File: src/rtl/vmicro16_apb_arbiter.sv
// Round-robin arbiter that funnels several APB masters onto one shared APB
// interconnect, running one IDLE/SETUP/ACCESS transfer at a time.
module vmicro16_apb_arbiter #(
  parameter int MASTERS   = 2,
  parameter int APB_WIDTH = 16
) (
  input  logic                         clk,
  input  logic                         reset,

  input  logic [MASTERS*APB_WIDTH-1:0] S_PADDR,
  input  logic [MASTERS-1:0]           S_PWRITE,
  input  logic [MASTERS-1:0]           S_PSELx,
  input  logic [MASTERS-1:0]           S_PENABLE,
  input  logic [MASTERS*APB_WIDTH-1:0] S_PWDATA,
  output logic [MASTERS*APB_WIDTH-1:0] S_PRDATA,
  output logic [MASTERS-1:0]           S_PREADY,

  output logic [APB_WIDTH-1:0]         M_PADDR,
  output logic                         M_PWRITE,
  output logic                         M_PSELx,
  output logic                         M_PENABLE,
  output logic [APB_WIDTH-1:0]         M_PWDATA,
  input  logic [APB_WIDTH-1:0]         M_PRDATA,
  input  logic                         M_PREADY
);

  localparam int GW = (MASTERS > 1) ? $clog2(MASTERS) : 1;

  typedef enum logic [1:0] {IDLE, SETUP, ACCESS} state_t;

  state_t        state, state_nxt;
  logic [GW-1:0] gnt, gnt_nxt;
  logic [GW-1:0] rr, rr_nxt;
  logic [GW-1:0] winner;

  // Masters drive PENABLE for their own protocol; arbitration never looks at it.
  logic unused_penable;
  assign unused_penable = ^S_PENABLE;

  // NOTE: state registers use non-blocking assignments so every flop samples
  // the pre-edge value of the others; blocking here would chain them.
  always_ff @(posedge clk or negedge reset) begin
    if (!reset) begin
      state <= IDLE;
      gnt   <= '0;
      rr    <= '0;
    end else begin
      state <= state_nxt;
      gnt   <= gnt_nxt;
      rr    <= rr_nxt;
    end
  end

  // Descending scan so the requester closest above rr is the last to overwrite.
  always_comb begin
    winner = '0;
    for (int k = MASTERS - 1; k >= 0; k--) begin
      if (S_PSELx[(int'(rr) + k) % MASTERS])
        winner = GW'((int'(rr) + k) % MASTERS);
    end
  end

  // NOTE: every signal written in a combinational block gets a default first,
  // otherwise paths that skip an assignment infer a latch.
  always_comb begin
    state_nxt = state;
    gnt_nxt   = gnt;
    rr_nxt    = rr;
    unique case (state)
      IDLE: begin
        if (|S_PSELx) begin
          state_nxt = SETUP;
          gnt_nxt   = winner;
        end
      end
      SETUP:  state_nxt = ACCESS;
      ACCESS: begin
        if (M_PREADY) begin
          state_nxt = IDLE;
          rr_nxt    = (int'(gnt) == MASTERS - 1) ? '0 : gnt + 1'b1;
        end
      end
      default: state_nxt = IDLE;
    endcase
  end

  // Reset forces state to IDLE asynchronously, which zeroes every output below.
  always_comb begin
    M_PSELx   = 1'b0;
    M_PENABLE = 1'b0;
    M_PADDR   = '0;
    M_PWRITE  = 1'b0;
    M_PWDATA  = '0;
    S_PRDATA  = '0;
    S_PREADY  = '0;
    if (state != IDLE) begin
      M_PSELx  = 1'b1;
      M_PADDR  = S_PADDR[APB_WIDTH*int'(gnt) +: APB_WIDTH];
      M_PWDATA = S_PWDATA[APB_WIDTH*int'(gnt) +: APB_WIDTH];
      M_PWRITE = S_PWRITE[gnt];
    end
    if (state == ACCESS) begin
      M_PENABLE = 1'b1;
      S_PRDATA[APB_WIDTH*int'(gnt) +: APB_WIDTH] = M_PRDATA;
      S_PREADY[gnt] = M_PREADY;
    end
  end

endmodule
File: config.mk
export PLATFORM = sky130hd
export DESIGN_NAME = vmicro16_apb_arbiter
export DESIGN_NICKNAME = d
export VERILOG_FILES = /design/src/rtl/vmicro16_apb_arbiter.sv
export SDC_FILE = /design/constraint.sdc
export NUM_CORES = 1
export LEC_CHECK = 0
export ABC_AREA = 1
export ABC_CLOCK_PERIOD_IN_PS = 1100
export CAP_MARGIN = 40
export CORE_ASPECT_RATIO = 1.2
export CORE_MARGIN = 2
export CORE_UTILIZATION = 19
export DETAILED_ROUTE_END_ITERATION = 12
export PLACE_DENSITY = 0.76
export SYNTH_ARGS = -nofsm -noshare
export SYNTH_HDL_FRONTEND = slang
export SYNTH_SLANG_ARGS = --single-unit
File: constraint.sdc
create_clock -name clk -period 1.1 [get_ports clk]
set_input_delay 0.165 -clock clk [delete_from_list [all_inputs] [get_ports clk]]
set_output_delay 0.165 -clock clk [all_outputs]
set_load 0.02 [all_outputs]
# Word level (Yosys, flattened, before mapping)
# Index checks and enable logic that the tools add are counted.
# totals
elab_cells	50
reg_bits	4
inputBits	89
out_inout_bits	69
# classes
n_addsub	3
n_shift	4
bitwise	3
n_mux	22
n_eq_ne	4
n_lt_le_gt_ge	4
n_reduce_logical	7
# op_table
cell	count
$shiftx A32 B6 Y16	2
$neg A5 Y33	1
$shift A16 B33 Y32 const A	1
$shiftx A16 B33 Y32	1
$and A32 B32 Y32	1
$mux W16	2
$mux W32	1
$mux W1	14
$mux W2	3
$pmux W2 S3	1
$reduce_and A2 Y1	3
$lt A1 B2 Y1 const B	2
$ne A2 B2 Y1 const B	2
$lt A2 B3 Y1 const B	1
$add A1 B1 Y1 const B	2
$and A2 B2 Y2	1
$eq A2 B1 Y1 const B	1
$eq A2 B2 Y1 const B	1
$logic_not A2 Y1	1
$reduce_bool A2 Y1	1
$reduce_or A2 Y1	1
$and A1 B1 Y1 const A	1
$demux W1 S1	1
$ge A1 B1 Y1 const B	1
$logic_and A1 B1 Y1	1

# Longest topological paths before layout
# Gate-level depths: netlist of the first run.
# depth
ltp_word	7
depth_mapped	5
ltp_nobuf	5

# Worst setup path before layout of the first run
# No wires, ideal clock.
# synth_timing
path_kind	register to output
start	register state[0]
end	output port S_PRDATA[22]
arrival_time_ns	1.206
path_slack_ns	-0.271
path_stages_with_launch	5
path_cell_list	dfrtp_1 > nor2_4 > nand2_4 > buf_6 > nor2_1
# synth_via
elab_chain_len	2
# synth_lines
element	line	source
start, declared	31	state_t state, state_nxt;
start signal, assigned	48	state <= state_nxt;
$eq A2 B2 Y1	102	if (state == ACCESS) begin
$mux W32	102	
end, declared	15	output logic [MASTERS*APB_WIDTH-1:0] S_PRDATA,
# Every way passes these cells.

# Final worst setup path of the first run
# layout_timing
start	register state[0]
end	output port M_PWDATA[2]
# layout_via
elab_chain_len	2
# layout_lines
element	line	source
$reduce_bool A2 Y1	96	if (state != IDLE) begin
$mux W16	96	
end, declared	22	output logic [APB_WIDTH-1:0] M_PWDATA,
# Every way passes these cells.

==> summary.md, run 1 <==
| Metric | Value |
|---|---|
| IO Pins | `158` |
| Setup repair after global routing missed its margin | `true` |
| Violated checks | `setup timing` |
| Initial antenna violation count | `0` |
| Nets | `467` |
| # setup viols final | `72` |
| Die Y | `79.7 um` |
| CTS H-Tree Depth | `1` |
| Worst skew pair latency | `0.22 ns` |
| Worst slew pin tran | `0.197 ns` |
| Std cell rows | `27` |
| Crit end category | `output pin` |
| Post-route ant nets | `0` |
| Number of global-route vias before repair | `1953` |
| Most frequent cells in the layout | `86 x clkdlybuf4s50_1, 81 x buf_6, 65 x nand2_1` |
| Clk pwr share | `0.031` |
| DRC Markers | `0` |
| First-pass GRT wire length | `8850 um` |
| Syn nets | `279` |
| Final wirelength | `6320 um` |
| Layout cell share with drive strength beyond 1 | `0.519` |
| Yosys warnings | `0` |
| Final setup margin | `-0.493 ns` |
| Grt total ovfl | `0` |
| Distinct cells, synth | `13` |
| Clock Skews | `0.00208 ns` |
| Number of synthesized register bits | `4` |
| Largest net degree at the start of global routing | `14` |
| DR iter-0 viols | `58` |
| Max stage delay on crit path | `0.41 ns` |
| DR vias | `1938` |
| Final std cells w/o fill | `434` |
| Setup CP Type | `reg2out` |
| Max-cap violation count | `0` |
| Slew HR | `0.869` |
| Synth Cell Area | `907 um2` |
| Dpl cells | `409` |
| Root Buffer | `clkbuf_8` |
| Max clock buf depth | `2` |
| Register area share after synthesis | `0.110` |
| P&R area growth vs syn | `308%` |
| Hold_ws | `0.150 ns` |
| Fin crit share | `1.45` |
| Logic pwr share | `0.940` |
| Sw power | `0.00491 W` |
| Most used cell, CP | `buf_6` |
| Synth area leaders | `nand2_1 31%, a21oi_1 19%, nor2_1 13%, dfrtp_1 11%, inv_1 9.9%` |
| TNS Setup | `-27.64 ns` |
| Crit-path cells | `buf_6 -> nor2_4 -> buf_6 -> buf_12 -> buf_16 -> a21oi_2 -> buf_4` |
| Final antenna diode count | `0` |
| DR pass1 iterations | `4` |
| Crit path DAT | `1.43 ns` |
| Internal Power | `0.00520 W` |
| CTS tree | `yes` |
| Cells after Synth | `190` |
| Hold violation total from the final report | `0` |
| Top cell type by total area after synthesis | `nand2_1` |
| Required time of the critical path | `0.94 ns` |
| I/O Buffers | `155` |
| Clock slew at reported path FFs | `0.03 ns` |
| Num CTS Buffers | `3` |
| Max Freq | `628 MHz` |
| Sinks on Clock Net | `4` |
| Core area | `0.00459 mm2` |
| Critical Path Fanout Max | `5` |
| Routability cong. | `0.779` |
| Leak | `1.61 nW` |
| Final max-slew violation count | `0` |
| Worst min-delay path class | `in2async` |
| Post-synth top area share | `0.306` |
| Gr usage total | `0.212` |
| Status | `finished, violations left` |
| Avg Inst Size Synth | `4.77 um2` |
| Startpoint Class | `flop` |
| Initial core utilization | `0.197` |
| Dpl hpwl | `4250 um` |
| PD cells | `2730 mW/mm2` |
| Slowest cell on the critical path | `dfrtp_1` |
| Worst ir drop on vdd | `1.66 mV` |
| Hold_buf cts | `0` |
| Die X | `67.1 um` |
| Commonest non-fill, non-tap cell in the layout | `clkdlybuf4s50_1` |
| WL/cell | `14.6 um` |
| Sequential share of power | `0.028` |
| Die area | `0.00535 mm2` |
| Vias per cell | `4.47` |
| Switching Fraction | `0.486` |
| Min Clock Period, post-route | `1.59 ns` |
[final cells by class]
| class | instances | area [um2] |
|---|---|---|
| timing repair buffer | 193 | 2170 |
| tap | 58 | 72.6 |
| fill | 300 | 897 |
| inverter | 26 | 110 |
| sequential | 4 | 100 |
| multi-input combinational | 149 | 1190 |
| clock buffer | 3 | 41.3 |
| timing repair inverter | 1 | 11.3 |
[through the flow]
step / worst slack [ns] / area, um2 / total power (W) / utilization
2_1_floorplan: -0.182 / 1250 / 0.00413 / -
3_3_place_gp: -0.648 / 2950 / 0.00705 / 0.643
3_5_place_dp: -0.701 / 2950 / 0.00710 / 0.643
4_1_cts: -0.509 / 3370 / 0.00917 / 0.734
5_1_grt: -0.532 / 3700 / 0.0106 / 0.805
6_report: -0.493 / 3700 / 0.0101 / 0.805
[critical path, delay by kind of cell (launching register included)]
kind	cells	cell delay [ns]
AND/OR/NAND/NOR	1	0.11
buffers and inverters	5	0.65
AO/OA/AOI/OAI	1	0.03
flip-flops	1	0.41
[timing repair]
action,CTS,global route
buffers inserted,11,5
pin swaps,3,10
resized for setup,423,69
cloned,6,2
setup endpoints to repair,71,72
[synth_stat cells]
master / number
buf_4: 3
nand3_1: 3
inv_2: 2
a21oi_1: 34
nor2_1: 32
buf_6: 2
nand2_1: 74
nor2_4: 1
nor2_2: 2
dfrtp_1: 4
inv_1: 24
buf_2: 7
nand2_4: 2
[cells by family (layout without fill, tap and decap cells)]
group | after synthesis | count (layout) | synth area share
AND/OR/NAND/NOR | 114 | 115 | 0.506
flip-flops | 4 | 4 | 0.110
AO/OA/AOI/OAI | 34 | 34 | 0.188
buffers and inverters | 38 | 223 | 0.196
[routing by layer]
layer	wire length, um	global-route usage
met1	2100	0.206
met4	53	0.0449
met2	3610	0.434
met5	0	0
met3	553	0.0480
[state kept, by name (all words and copies together) (netlist names)]
signal	flops
gnt	1
rr	1
state	2
[power groups by stage]
stage	logic [W]	clock network, W	registers (W)
final	0.00951	0.000315	0.000287
after global routing	0.0100	0.000329	0.000290
after floorplan	0.00385	0	0.000282
after global placement	0.00678	0	0.000269
after CTS	0.00858	0.000314	0.000276
after detailed placement	0.00683	0	0.000271
[worst paths after layout]
kind	slack [ns]	cells past startpoint	endpoint	start
setup reg to reg	-0.26	8	gnt	state[0]
setup / recovery	-0.49	7	M_PWDATA[2]	state[0]
hold reg to reg	0.50	2	rr	rr
hold / removal	0.15	1	state[0]	reset
max in group asynchronous	0.78	1	state[1]	reset
min in group clk	0.50	2	rr	rr
(Power assumes the default switching activity.)
==> inputs of run 2 (changes only) <==
- TNS_END_PERCENT: unset -> 5
==> run 2 against run 1 <==
Effect of this change:
- the flow still finishes with violations (setup timing)
- worst setup slack improved by 0.049 ns
- power decreased by 20%
- wire length decreased by 19%
==> summary.md, run 2 (synthesis gave the netlist of run 1 again) <==
| Metric | Value |
|---|---|
| CTS tree | `yes` |
| Die Y | `79.7 um (unchanged)` |
| Clock slew at reported path FFs | `0.03 ns (about the same)` |
| CTS H-Tree Depth | `1 (unchanged)` |
| Crit-path cells | `buf_6 -> nor2_4 -> buf_6 -> clkbuf_16 -> a21oi_2 -> buf_4` |
| First-pass GRT wire length | `7400 um (-16%)` |
| Post-route ant nets | `0 (unchanged)` |
| Final Util | `0.689 (-0.116)` |
| PD cells | `2570 mW/mm2 (-6.1%)` |
| DRC Markers | `0 (unchanged)` |
| Violated checks | `setup timing` |
| DR iter-0 viols | `48 (-17%)` |
| Worst min-delay path class | `in2async` |
| Setup repair after global routing missed its margin | `true` |
| DR pass1 iterations | `4 (unchanged)` |
| Gr usage total | `0.175 (-0.0367)` |
| Root Buffer | `clkbuf_8` |
| Internal Power | `0.00402 W (-23%)` |
| Clock Skews | `0.000453 ns (-0.00162 ns)` |
| Logic pwr share | `0.923 (-0.017)` |
| Largest net degree at the start of global routing | `21 (+7)` |
| Grt total ovfl | `0 (unchanged)` |
| Max Freq | `648 MHz (+3.2%)` |
| Worst skew pair latency | `0.22 ns (about the same)` |
| Startpoint Class | `flop` |
| Reg with most FFs | `state` |
| Slew HR | `0.864 (-0.00526)` |
| Worst ir drop on vdd | `1.35 mV (-19%)` |
| Top Registers | `state (2), gnt (1), rr (1)` |
| IO Pins | `158 (unchanged)` |
| Most frequent cells in the layout | `86 x clkdlybuf4s50_1, 73 x nand2_1, 46 x buf_6` |
| Final setup margin | `-0.443 ns (+0.0493 ns)` |
| Max FFs per register | `2 (unchanged)` |
| Initial antenna violation count | `0 (unchanged)` |
| Die X | `67.1 um (unchanged)` |
| RR Startpoint | `state[0]` |
| Crit end category | `output pin` |
| I/O Buffers | `155 (unchanged)` |
| Final wirelength | `5140 um (-19%)` |
| Sw power | `0.00412 W (-16%)` |
| R2r worst-path depth | `6 (-2)` |
| Number of global-route vias before repair | `1746 (-11%)` |
| Layout cell share with drive strength beyond 1 | `0.471 (-0.0477)` |
| Max clock buf depth | `2 (unchanged)` |
| Switching Fraction | `0.506 (+0.0202)` |
| Min Clock Period, post-route | `1.54 ns (-0.0493 ns)` |
| Commonest non-fill, non-tap cell in the layout | `clkdlybuf4s50_1` |
| P&R area growth vs syn | `249%` |
| Required time of the critical path | `0.94 ns (about the same)` |
| Slowest cell on the critical path | `dfrtp_1` |
| R2r setup slk | `-0.02 ns (+0.24 ns)` |
| Die area | `0.00535 mm2 (unchanged)` |
| Final antenna diode count | `0 (unchanged)` |
| Reg-to-reg endpoint | `gnt` |
| WL/cell | `12.3 um (-16%)` |
| Dpl hpwl | `4020 um (-5.5%)` |
| Num CTS Buffers | `3 (unchanged)` |
| DR vias | `1810 (-6.6%)` |
| Clk pwr share | `0.038 (+0.007)` |
| Critical path startpoint | `state[0]` |
| Leak | `1.43 nW (-11%)` |
| Max stage delay on crit path | `0.42 ns (about the same)` |
| Dpl cells | `407 (-0.49%)` |
| Hold violation total from the final report | `0 (unchanged)` |
| Fin crit share | `1.40 (-0.0448)` |
| Buffers and inverters on the worst path | `4 (-1)` |
| Max-cap violation count | `0 (unchanged)` |
| Sinks on Clock Net | `4 (unchanged)` |
| Vias per cell | `4.32 (-3.3%)` |
| Delay-heaviest family, CP | `buffers and inverters` |
| Final max-slew violation count | `0 (unchanged)` |
| Nets | `452 (-3.2%)` |
| Initial core utilization | `0.197 (unchanged)` |
| Final std cells w/o fill | `419 (-3.5%)` |
| Setup CP Type | `reg2out` |
| Worst slew pin tran | `0.205 ns (+0.00810 ns)` |
| Routability cong. | `0.728 (-6.6%)` |
| Status | `finished, violations left` |
| # setup viols final | `70 (-2.8%)` |
| Crit path DAT | `1.38 ns (-0.05 ns)` |
| Critical Path Fanout Max | `6 (+1)` |
| Sequential share of power | `0.038 (+0.010)` |
| Std cell rows | `27 (unchanged)` |
| Design Power | `0.00813 W (-20%)` |
| Most used cell, CP | `buf_6` |
| Core area | `0.00459 mm2 (unchanged)` |
run 2: changes by cell type in the layout (fill, tap and decap cells not counted), moves of 8 or more:
| cell | delta |
|---|---|
| nand2_1 | +8 |
| a21oi_4 | -12 |
| buf_6 | -35 |
| a21oi_2 | +10 |
| buf_4 | +24 |
| nor2_4 | -8 |
run 2: layer usage:
metal / vias up / GRT usage / share of wire
met4: 0 / 0.0510 / 0.018
met3: 8 / 0.0536 / 0.12
met5: - / 0 / 0
met2: 107 / 0.334 / 0.54
met1: 774 / 0.178 / 0.33
li1: 921 / - / -
run 2: per-stage QoR:
step                area [um2]  worst slack (ns)  TNS, ns  hold slack (ns)
finish                    3170            -0.443   -26.66            0.156
global route              3170            -0.500   -30.87            0.167
CTS                       2970            -0.461   -27.44            0.161
detailed placement        2880            -0.658   -40.05            0.387
global placement          2880            -0.606   -38.38            0.384
floorplan                 1160            -0.188   -11.01           -0.131
run 2: cell type report:
cell class | instances | area, um2
clock buffer | 3 | 41.3
fill | 375 | 1430
inverter | 26 | 100
multi-input combinational | 149 | 1010
sequential | 4 | 101
tap | 58 | 72.6
timing repair buffer | 179 | 1840
run 2: how the worst max path moves through the flow:
stage / to / cells past startpoint
floorplan: S_PRDATA[21] / 5
global placement: S_PRDATA[8] / 4
detailed placement: S_PRDATA[0] / 5
CTS: M_PADDR[13] / 6
global route: M_PWDATA[11] / 6
finish: M_PWDATA[4] / 6
run 2: repair_timing:
item | in CTS | in global routing
hold buffers | 0 | 0
hold endpoints to repair | 0 | 0
resized for setup | 353 | 62
gates cloned | 2 | 1
buffers inserted | 6 | 0
pin swaps | 3 | 4
setup endpoints to repair | 70 | 71
run 2: power by group through the flow:
| stage | registers, W | logic, W | clock network [W] |
|---|---|---|---|
| 3_3_place_gp | 0.000284 | 0.00646 | 0 |
| 5_1_grt | 0.000324 | 0.00800 | 0.000326 |
| 3_5_place_dp | 0.000292 | 0.00651 | 0 |
| 4_1_cts | 0.000303 | 0.00682 | 0.000315 |
| 6_report | 0.000312 | 0.00751 | 0.000311 |
| 2_1_floorplan | 0.000278 | 0.00354 | 0 |
